<file path="src/rtl/alu_cdb.sv">
// alu_cdb -- RV32I integer ALU with a 2-entry in-order result FIFO that
// broadcasts onto the common data bus (CDB).
//
// Ports:
//   clk, rst            clock; synchronous active-low reset
//   rdy                 global enable, low freezes all state
//   ex_*                instruction offer from the reservation station
//   ex_ready            block can accept an instruction this cycle
//   flush               ROB misprediction clear (empties the FIFO)
//   cdb_grant           arbiter grants the head entry
//   update_RS_*         head entry broadcast (valid/tag/value/jump/target)
//
// Optional feature: define ALU_BYPASS_EN to let a result computed while the
// FIFO is empty and the grant is already present go straight to the CDB
// in the same cycle, without being stored.
//
// Opcode map (op_map encoding):
//   bit5=0 ALU ops, even = immediate form (except SUB), odd = register form
//     ADDI=0  ADD=1  SUB=2  SLTI=4 SLT=5 SLTIU=6 SLTU=7 XORI=8 XOR=9
//     ORI=10 OR=11 ANDI=12 AND=13 SLLI=14 SLL=15 SRLI=16 SRL=17
//     SRAI=18 SRA=19 LUI=20 AUIPC=22 JAL=24
//   bit5=1 control flow
//     BEQ=32 BNE=33 BLT=34 BGE=35 BLTU=36 BGEU=37 JALR=38
//   Any other code yields val=0, jump=0, target=0.
module alu_cdb (
  input  logic        clk,
  input  logic        rst,
  input  logic        rdy,
  input  logic        ex_instr_valid,
  input  logic [5:0]  ex_opcode_id,
  input  logic [31:0] ex_vj,
  input  logic [31:0] ex_vk,
  input  logic [31:0] ex_A,
  input  logic [31:0] ex_pc,
  input  logic [3:0]  ex_ROB_pos,
  output logic        ex_ready,
  input  logic        flush,
  input  logic        cdb_grant,
  output logic        update_RS_valid,
  output logic [3:0]  update_RS_ROB_pos,
  output logic [31:0] update_RS_val,
  output logic        update_RS_jump,
  output logic [31:0] update_RS_target
);

  localparam logic [5:0] OP_ADDI  = 6'd0,  OP_ADD  = 6'd1,  OP_SUB   = 6'd2;
  localparam logic [5:0] OP_SLTI  = 6'd4,  OP_SLT  = 6'd5,  OP_SLTIU = 6'd6;
  localparam logic [5:0] OP_SLTU  = 6'd7,  OP_XORI = 6'd8,  OP_XOR   = 6'd9;
  localparam logic [5:0] OP_ORI   = 6'd10, OP_OR   = 6'd11, OP_ANDI  = 6'd12;
  localparam logic [5:0] OP_AND   = 6'd13, OP_SLLI = 6'd14, OP_SLL   = 6'd15;
  localparam logic [5:0] OP_SRLI  = 6'd16, OP_SRL  = 6'd17, OP_SRAI  = 6'd18;
  localparam logic [5:0] OP_SRA   = 6'd19, OP_LUI  = 6'd20, OP_AUIPC = 6'd22;
  localparam logic [5:0] OP_JAL   = 6'd24, OP_BEQ  = 6'd32, OP_BNE   = 6'd33;
  localparam logic [5:0] OP_BLT   = 6'd34, OP_BGE  = 6'd35, OP_BLTU  = 6'd36;
  localparam logic [5:0] OP_BGEU  = 6'd37, OP_JALR = 6'd38;

  typedef struct packed {
    logic [3:0]  pos;
    logic [31:0] val;
    logic        jump;
    logic [31:0] target;
  } entry_t;

  entry_t      fifo [2];
  logic        wr_ptr, rd_ptr;
  logic [1:0]  count;

  entry_t      res;
  logic [31:0] op2;
  logic [4:0]  shamt;
  logic        accept, push, pop;

  // Immediate-form ALU ops are the even bit5=0 codes; SUB is the one even
  // register-form op. JALR takes its offset from A as well.
  always_comb begin
    if (ex_opcode_id == OP_JALR ||
        (!ex_opcode_id[5] && !ex_opcode_id[0] && ex_opcode_id != OP_SUB))
      op2 = ex_A;
    else
      op2 = ex_vk;
  end

  assign shamt = op2[4:0];

  always_comb begin
    res        = '0;
    res.pos    = ex_ROB_pos;
    unique case (ex_opcode_id)
      OP_ADDI, OP_ADD:   res.val = ex_vj + op2;
      OP_SUB:            res.val = ex_vj - op2;
      OP_SLTI, OP_SLT:   res.val = {31'b0, $signed(ex_vj) < $signed(op2)};
      OP_SLTIU, OP_SLTU: res.val = {31'b0, ex_vj < op2};
      OP_XORI, OP_XOR:   res.val = ex_vj ^ op2;
      OP_ORI, OP_OR:     res.val = ex_vj | op2;
      OP_ANDI, OP_AND:   res.val = ex_vj & op2;
      OP_SLLI, OP_SLL:   res.val = ex_vj << shamt;
      OP_SRLI, OP_SRL:   res.val = ex_vj >> shamt;
      OP_SRAI, OP_SRA:   res.val = $unsigned($signed(ex_vj) >>> shamt);
      OP_LUI:            res.val = ex_A;
      OP_AUIPC:          res.val = ex_pc + ex_A;
      OP_JAL: begin
        res.val    = ex_pc + 32'd4;
        res.jump   = 1'b1;
        res.target = ex_pc + ex_A;
      end
      OP_JALR: begin
        res.val    = ex_pc + 32'd4;
        res.jump   = 1'b1;
        res.target = (ex_vj + op2) & ~32'd1;
      end
      OP_BEQ, OP_BNE, OP_BLT, OP_BGE, OP_BLTU, OP_BGEU: begin
        res.target = ex_pc + ex_A;
        unique case (ex_opcode_id)
          OP_BEQ:  res.jump = (ex_vj == op2);
          OP_BNE:  res.jump = (ex_vj != op2);
          OP_BLT:  res.jump = ($signed(ex_vj) <  $signed(op2));
          OP_BGE:  res.jump = ($signed(ex_vj) >= $signed(op2));
          OP_BLTU: res.jump = (ex_vj <  op2);
          default: res.jump = (ex_vj >= op2);
        endcase
      end
      default: ;
    endcase
  end

  // ex_ready depends only on registered count and rdy, never on cdb_grant.
  assign ex_ready = (count < 2'd2) && rdy;
  assign accept   = rdy && !flush && ex_instr_valid && ex_ready;
  assign pop      = rdy && (count != 2'd0) && cdb_grant;

`ifdef ALU_BYPASS_EN
  logic bypass;
  // Empty FIFO and grant already present: broadcast now, store nothing.
  assign bypass = accept && (count == 2'd0) && cdb_grant;
  assign push   = accept && !bypass;

  always_comb begin
    update_RS_valid   = (count != 2'd0) || bypass;
    update_RS_ROB_pos = bypass ? res.pos    : fifo[rd_ptr].pos;
    update_RS_val     = bypass ? res.val    : fifo[rd_ptr].val;
    update_RS_jump    = bypass ? res.jump   : fifo[rd_ptr].jump;
    update_RS_target  = bypass ? res.target : fifo[rd_ptr].target;
  end
`else
  assign push = accept;

  always_comb begin
    update_RS_valid   = (count != 2'd0);
    update_RS_ROB_pos = fifo[rd_ptr].pos;
    update_RS_val     = fifo[rd_ptr].val;
    update_RS_jump    = fifo[rd_ptr].jump;
    update_RS_target  = fifo[rd_ptr].target;
  end
`endif

  always_ff @(posedge clk) begin
    if (!rst) begin
      count  <= 2'd0;
      wr_ptr <= 1'b0;
      rd_ptr <= 1'b0;
      for (int i = 0; i < 2; i++) fifo[i] <= '0;
    end else if (rdy) begin
      if (flush) begin
        count  <= 2'd0;
        wr_ptr <= 1'b0;
        rd_ptr <= 1'b0;
      end else begin
        if (push) begin
          fifo[wr_ptr] <= res;
          wr_ptr       <= ~wr_ptr;
        end
        if (pop) rd_ptr <= ~rd_ptr;
        // push+pop at count=1 leaves count at 1 with the new entry at head
        if (push && !pop)      count <= count + 2'd1;
        else if (pop && !push) count <= count - 2'd1;
      end
    end
  end

endmodule

</file>
<file path="config.mk">
export PLATFORM = sky130hd
export DESIGN_NAME = alu_cdb
export DESIGN_NICKNAME = d
export VERILOG_FILES = /design/src/rtl/alu_cdb.sv
export SDC_FILE = /design/constraint.sdc
export NUM_CORES = 1
export LEC_CHECK = 0
export ABC_CLOCK_PERIOD_IN_PS = 12220
export CAP_MARGIN = 40
export CORE_MARGIN = 2
export CORE_UTILIZATION = 40
export CTS_BUF_LIST = sky130_fd_sc_hd__clkbuf_16
export CTS_CLUSTER_DIAMETER = 60
export CTS_CLUSTER_SIZE = 8
export DETAILED_ROUTE_END_ITERATION = 10
export PLACE_DENSITY = 0.65
export SYNTH_ARGS = -nofsm -noshare
export SYNTH_HDL_FRONTEND = slang
export SYNTH_SLANG_ARGS = --single-unit
</file>
<file path="constraint.sdc">
create_clock -name clk -period 12.22 [get_ports clk]
set_input_delay 1.833 -clock clk [delete_from_list [all_inputs] [get_ports clk]]
set_output_delay 1.833 -clock clk [all_outputs]
set_load 0.05 [all_outputs]
</file>
==> flow_summary.json <==
{
  "r2r-end": "fifo[1][64]",
  "grt_use_total_pct": 41.8,
  "slowest_delay_ps": 800,
  "placed_area_um2": 22000,
  "drt-vias-per-instance": 6.90,
  "synth_area_per_cell_um2": 7.84,
  "multi_input_area_um2": 14000,
  "synthFlopType": "edfxtp_1",
  "clk_pin_slew_worst_paths_ps": 80,
  "clkSinkCount": 143,
  "reg2regPathDepth": 5,
  "grt_pass1_wl_um": 150000,
  "grt_pass1_vias": 20600,
  "synth_warnings": 0,
  "yosys.area.top_type": "edfxtp_1",
  "dieArea_um2": 50000,
  "grt_max_degree": 70,
  "crit_chain": "clkdlybuf4s50_1 -> or4b_4 -> o211ai_4 -> buf_4 -> buf_4 -> mux2_4 -> ha_1 -> a211oi_1 -> o2111ai_1 -> nand2_1 -> o31ai_1 -> buf_4 -> a21oi_1 -> o21ai_0 -> a221oi_1 -> xnor2_1 -> o41a_1 -> nor2_1",
  "ys_types": 101,
  "synth.area.mux_share_pct": 9.55,
  "pre_cts_slack_ps": 3300,
  "syn_area_um2": 19300,
  "wl_um": 107000,
  "crit_slowest_cell": "clkdlybuf4s50_1",
  "synth_adder_area_share_pct": 8.12,
  "drt_iter0_markers": 3063,
  "hold_class": "reg2reg",
  "rows": 80,
  "synth_edf_count": 138,
  "synth_area_leaders": "edfxtp_1, ha_1, nand2_1",
  "grt-ovfl-total": 0,
  "crit_path_end_kind": "flop",
  "fmax_mhz": 114,
  "cp.buffers_inverters": 4,
  "drv.max_cap_violation_count": 0,
  "setup_viol_count_final": 0,
  "drcViolationCount": 0,
  "start_util_pct": 40.5,
  "yosysTopAreaCellShare_pct": 21.5,
  "post_cts_buffers": 0,
  "fp.dieW_um": 224,
  "holdWs_ps": 523,
  "fin_crit_ps": 8810,
  "worstPathArrival_ps": 9100,
  "syn_inst": 2460,
  "synth_seq_cells": 143,
  "grt_antenna_before_repair": 5,
  "cts_buffers": 17,
  "worst_pin_slew_ps": 1020,
  "irDropWorstVdd_v": 0.0000748,
  "reg2reg_from": "count[1]",
  "cpMostUsedCell": "buf_4",
  "pin_count": 215,
  "rrSetupSlack_ps": 9690,
  "route.met2.wl_um": 46300,
  "cts-root-buf": "clkbuf_16",
  "grt_setup_unrepaired": "false",
  "finalClockSkew_ps": 21.0,
  "synth-compound-area-share_pct": 29.0,
  "hp-start": "wr_ptr",
  "critPathMaxFanout": 48,
  "startpoint": "ex_opcode_id[3]",
  "wl_met1_um": 42200,
  "fin_crit_sh_pct": 72.1,
  "drive_above_1_share_pct": 9.45,
  "dp_hpwl_um": 84900,
  "antenna_left": 0,
  "finalHoldViolCount": 0,
  "yosys.area_share.simple_pct": 20.4,
  "finish.instance_area_um2": 22600,
  "layout_common_cells": "nand2_1, nor2_1, clkdlybuf4s50_1",
  "critPathLaunchType": "primary input",
  "nNetsFinal": 2848,
  "cts_buffer_depth": 2,
  "top_layer": "met5",
  "ctsHoldBuffers": 0,
  "crit_type": "in2reg",
  "slew_headroom_pct": 30.1,
  "fin_util_pct": 47.5,
  "syn-num-nets": 2728,
  "slew_violations": 0,
  "num_vias": 22200,
  "register_area_um2": 4250,
  "io_buffers": 214,
  "powerDensity_nw_per_um2": 97.1,
  "wl_met3_um": 11200,
  "clkLatencyLatePin_ps": 450,
  "synth_xor_area_share_pct": 4.77,
  "final_common_cell": "nand2_1",
  "cts_max_level": 4,
  "fin_ws_ps": 3410,
  "gp_congestion": 1.07,
  "cp-endpoint": "fifo[0][31]",
  "synthToLayoutAreaGrowth_pct": 17.4,
  "fp.dieH_um": 224,
  "coreArea_um2": 47600,
  "fin_tns_setup_ps": 0,
  "cp.depth": 18,
  "cts_tree": "done",
  "fillCellCount": 4760,
  "firstDrtPassIters": 7,
  "routedWlPerCell_um": 33.3,
  "crit_family": "compound AO/OA/AOI/OAI gates",
  "cts_resized": 0,
  "status": "completed",
  "p_leak_uw": 0.00843,
  "cp.required_ps": 12510,
  "yosysSeqAreaShare_pct": 22.0,
  "synth_top_family_by_area": "compound AO/OA/AOI/OAI gates",
  "synthArstFlopShare_pct": 0
}
power by group:
group | internal (µW) | total, µW | switching, µW
Combinational | 345 | 1100 | 753
Sequential | 558 | 563 | 5.32
Clock | 278 | 536 | 257
synth_stat cells (19+ instances only):
cell type	number
a22oi_1	63
nor4_1	30
mux2i_1	72
a31oi_1	31
mux2_2	80
nor3_1	58
nand3_1	52
buf_2	28
o211ai_1	30
clkbuf_1	125
nand4_1	27
nand2_1	266
o21ai_0	108
edfxtp_1	138
a21oi_1	180
a211oi_1	75
nor2b_1	47
nor2_1	254
and3_1	30
o31ai_1	24
xor2_1	25
ha_1	122
a221oi_1	35
xnor2_1	80
a21o_1	19
o21bai_1	19
inv_1	107
how the worst min path moves through the flow:
stage	endpoint	slack, ps	cells after the start
floorplan	wr_ptr	460	2
global placement	wr_ptr	490	2
detailed placement	wr_ptr	520	2
CTS	wr_ptr	530	2
global route	wr_ptr	560	2
finish	wr_ptr	520	2
cells by family (layout without fill, tap and decap cells):
family	Yosys count	after routing
flip-flops	143	143
other	0	3
buffers and inverters	288	421
multiplexers	163	163
XOR/XNOR	105	105
adder cells (fa/ha/maj)	124	124
AND/OR/NAND/NOR	843	843
AO/OA/AOI/OAI	794	794
through the flow:
step	cells	total power, µW
final	3211	2200
after global routing	3208	2260
after CTS	3208	2160
after detailed placement	3176	1630
after global placement	3168	1620
after floorplan	2460	1220
cell type report:
type	count	area share [%]
multi-input cells	2029	61.7
repair buffers	276	11.5
diodes	3	0.0332
clock buffers	17	1.88
flip-flops and latches	143	18.8
well taps	615	3.40
inverters	113	1.90
clock inverters	15	0.824
registers in the layout, summed over array words and instances (netlist names), named ones only:
name / count
count: 2
fifo: 138
rd_ptr: 1
wr_ptr: 1
worst register-to-register path, cell delays in order, from the launching register on:
cell and delay (ps):
dfxtp_1 340, nor2b_1 140, and3b_1 290, nand3_2 120, nand2_2 570, buf_4 660
routing by layer:
| metal | GRT usage, % | vias to the layer above |
|---|---|---|
| met1 | 54.3 | 10700 |
| li1 | - | 9531 |
| met4 | 23.3 | 4 |
| met3 | 8.05 | 303 |
| met2 | 65.1 | 1599 |
| met5 | 0 | - |
Note: power is estimated with default switching activity, not from simulation.
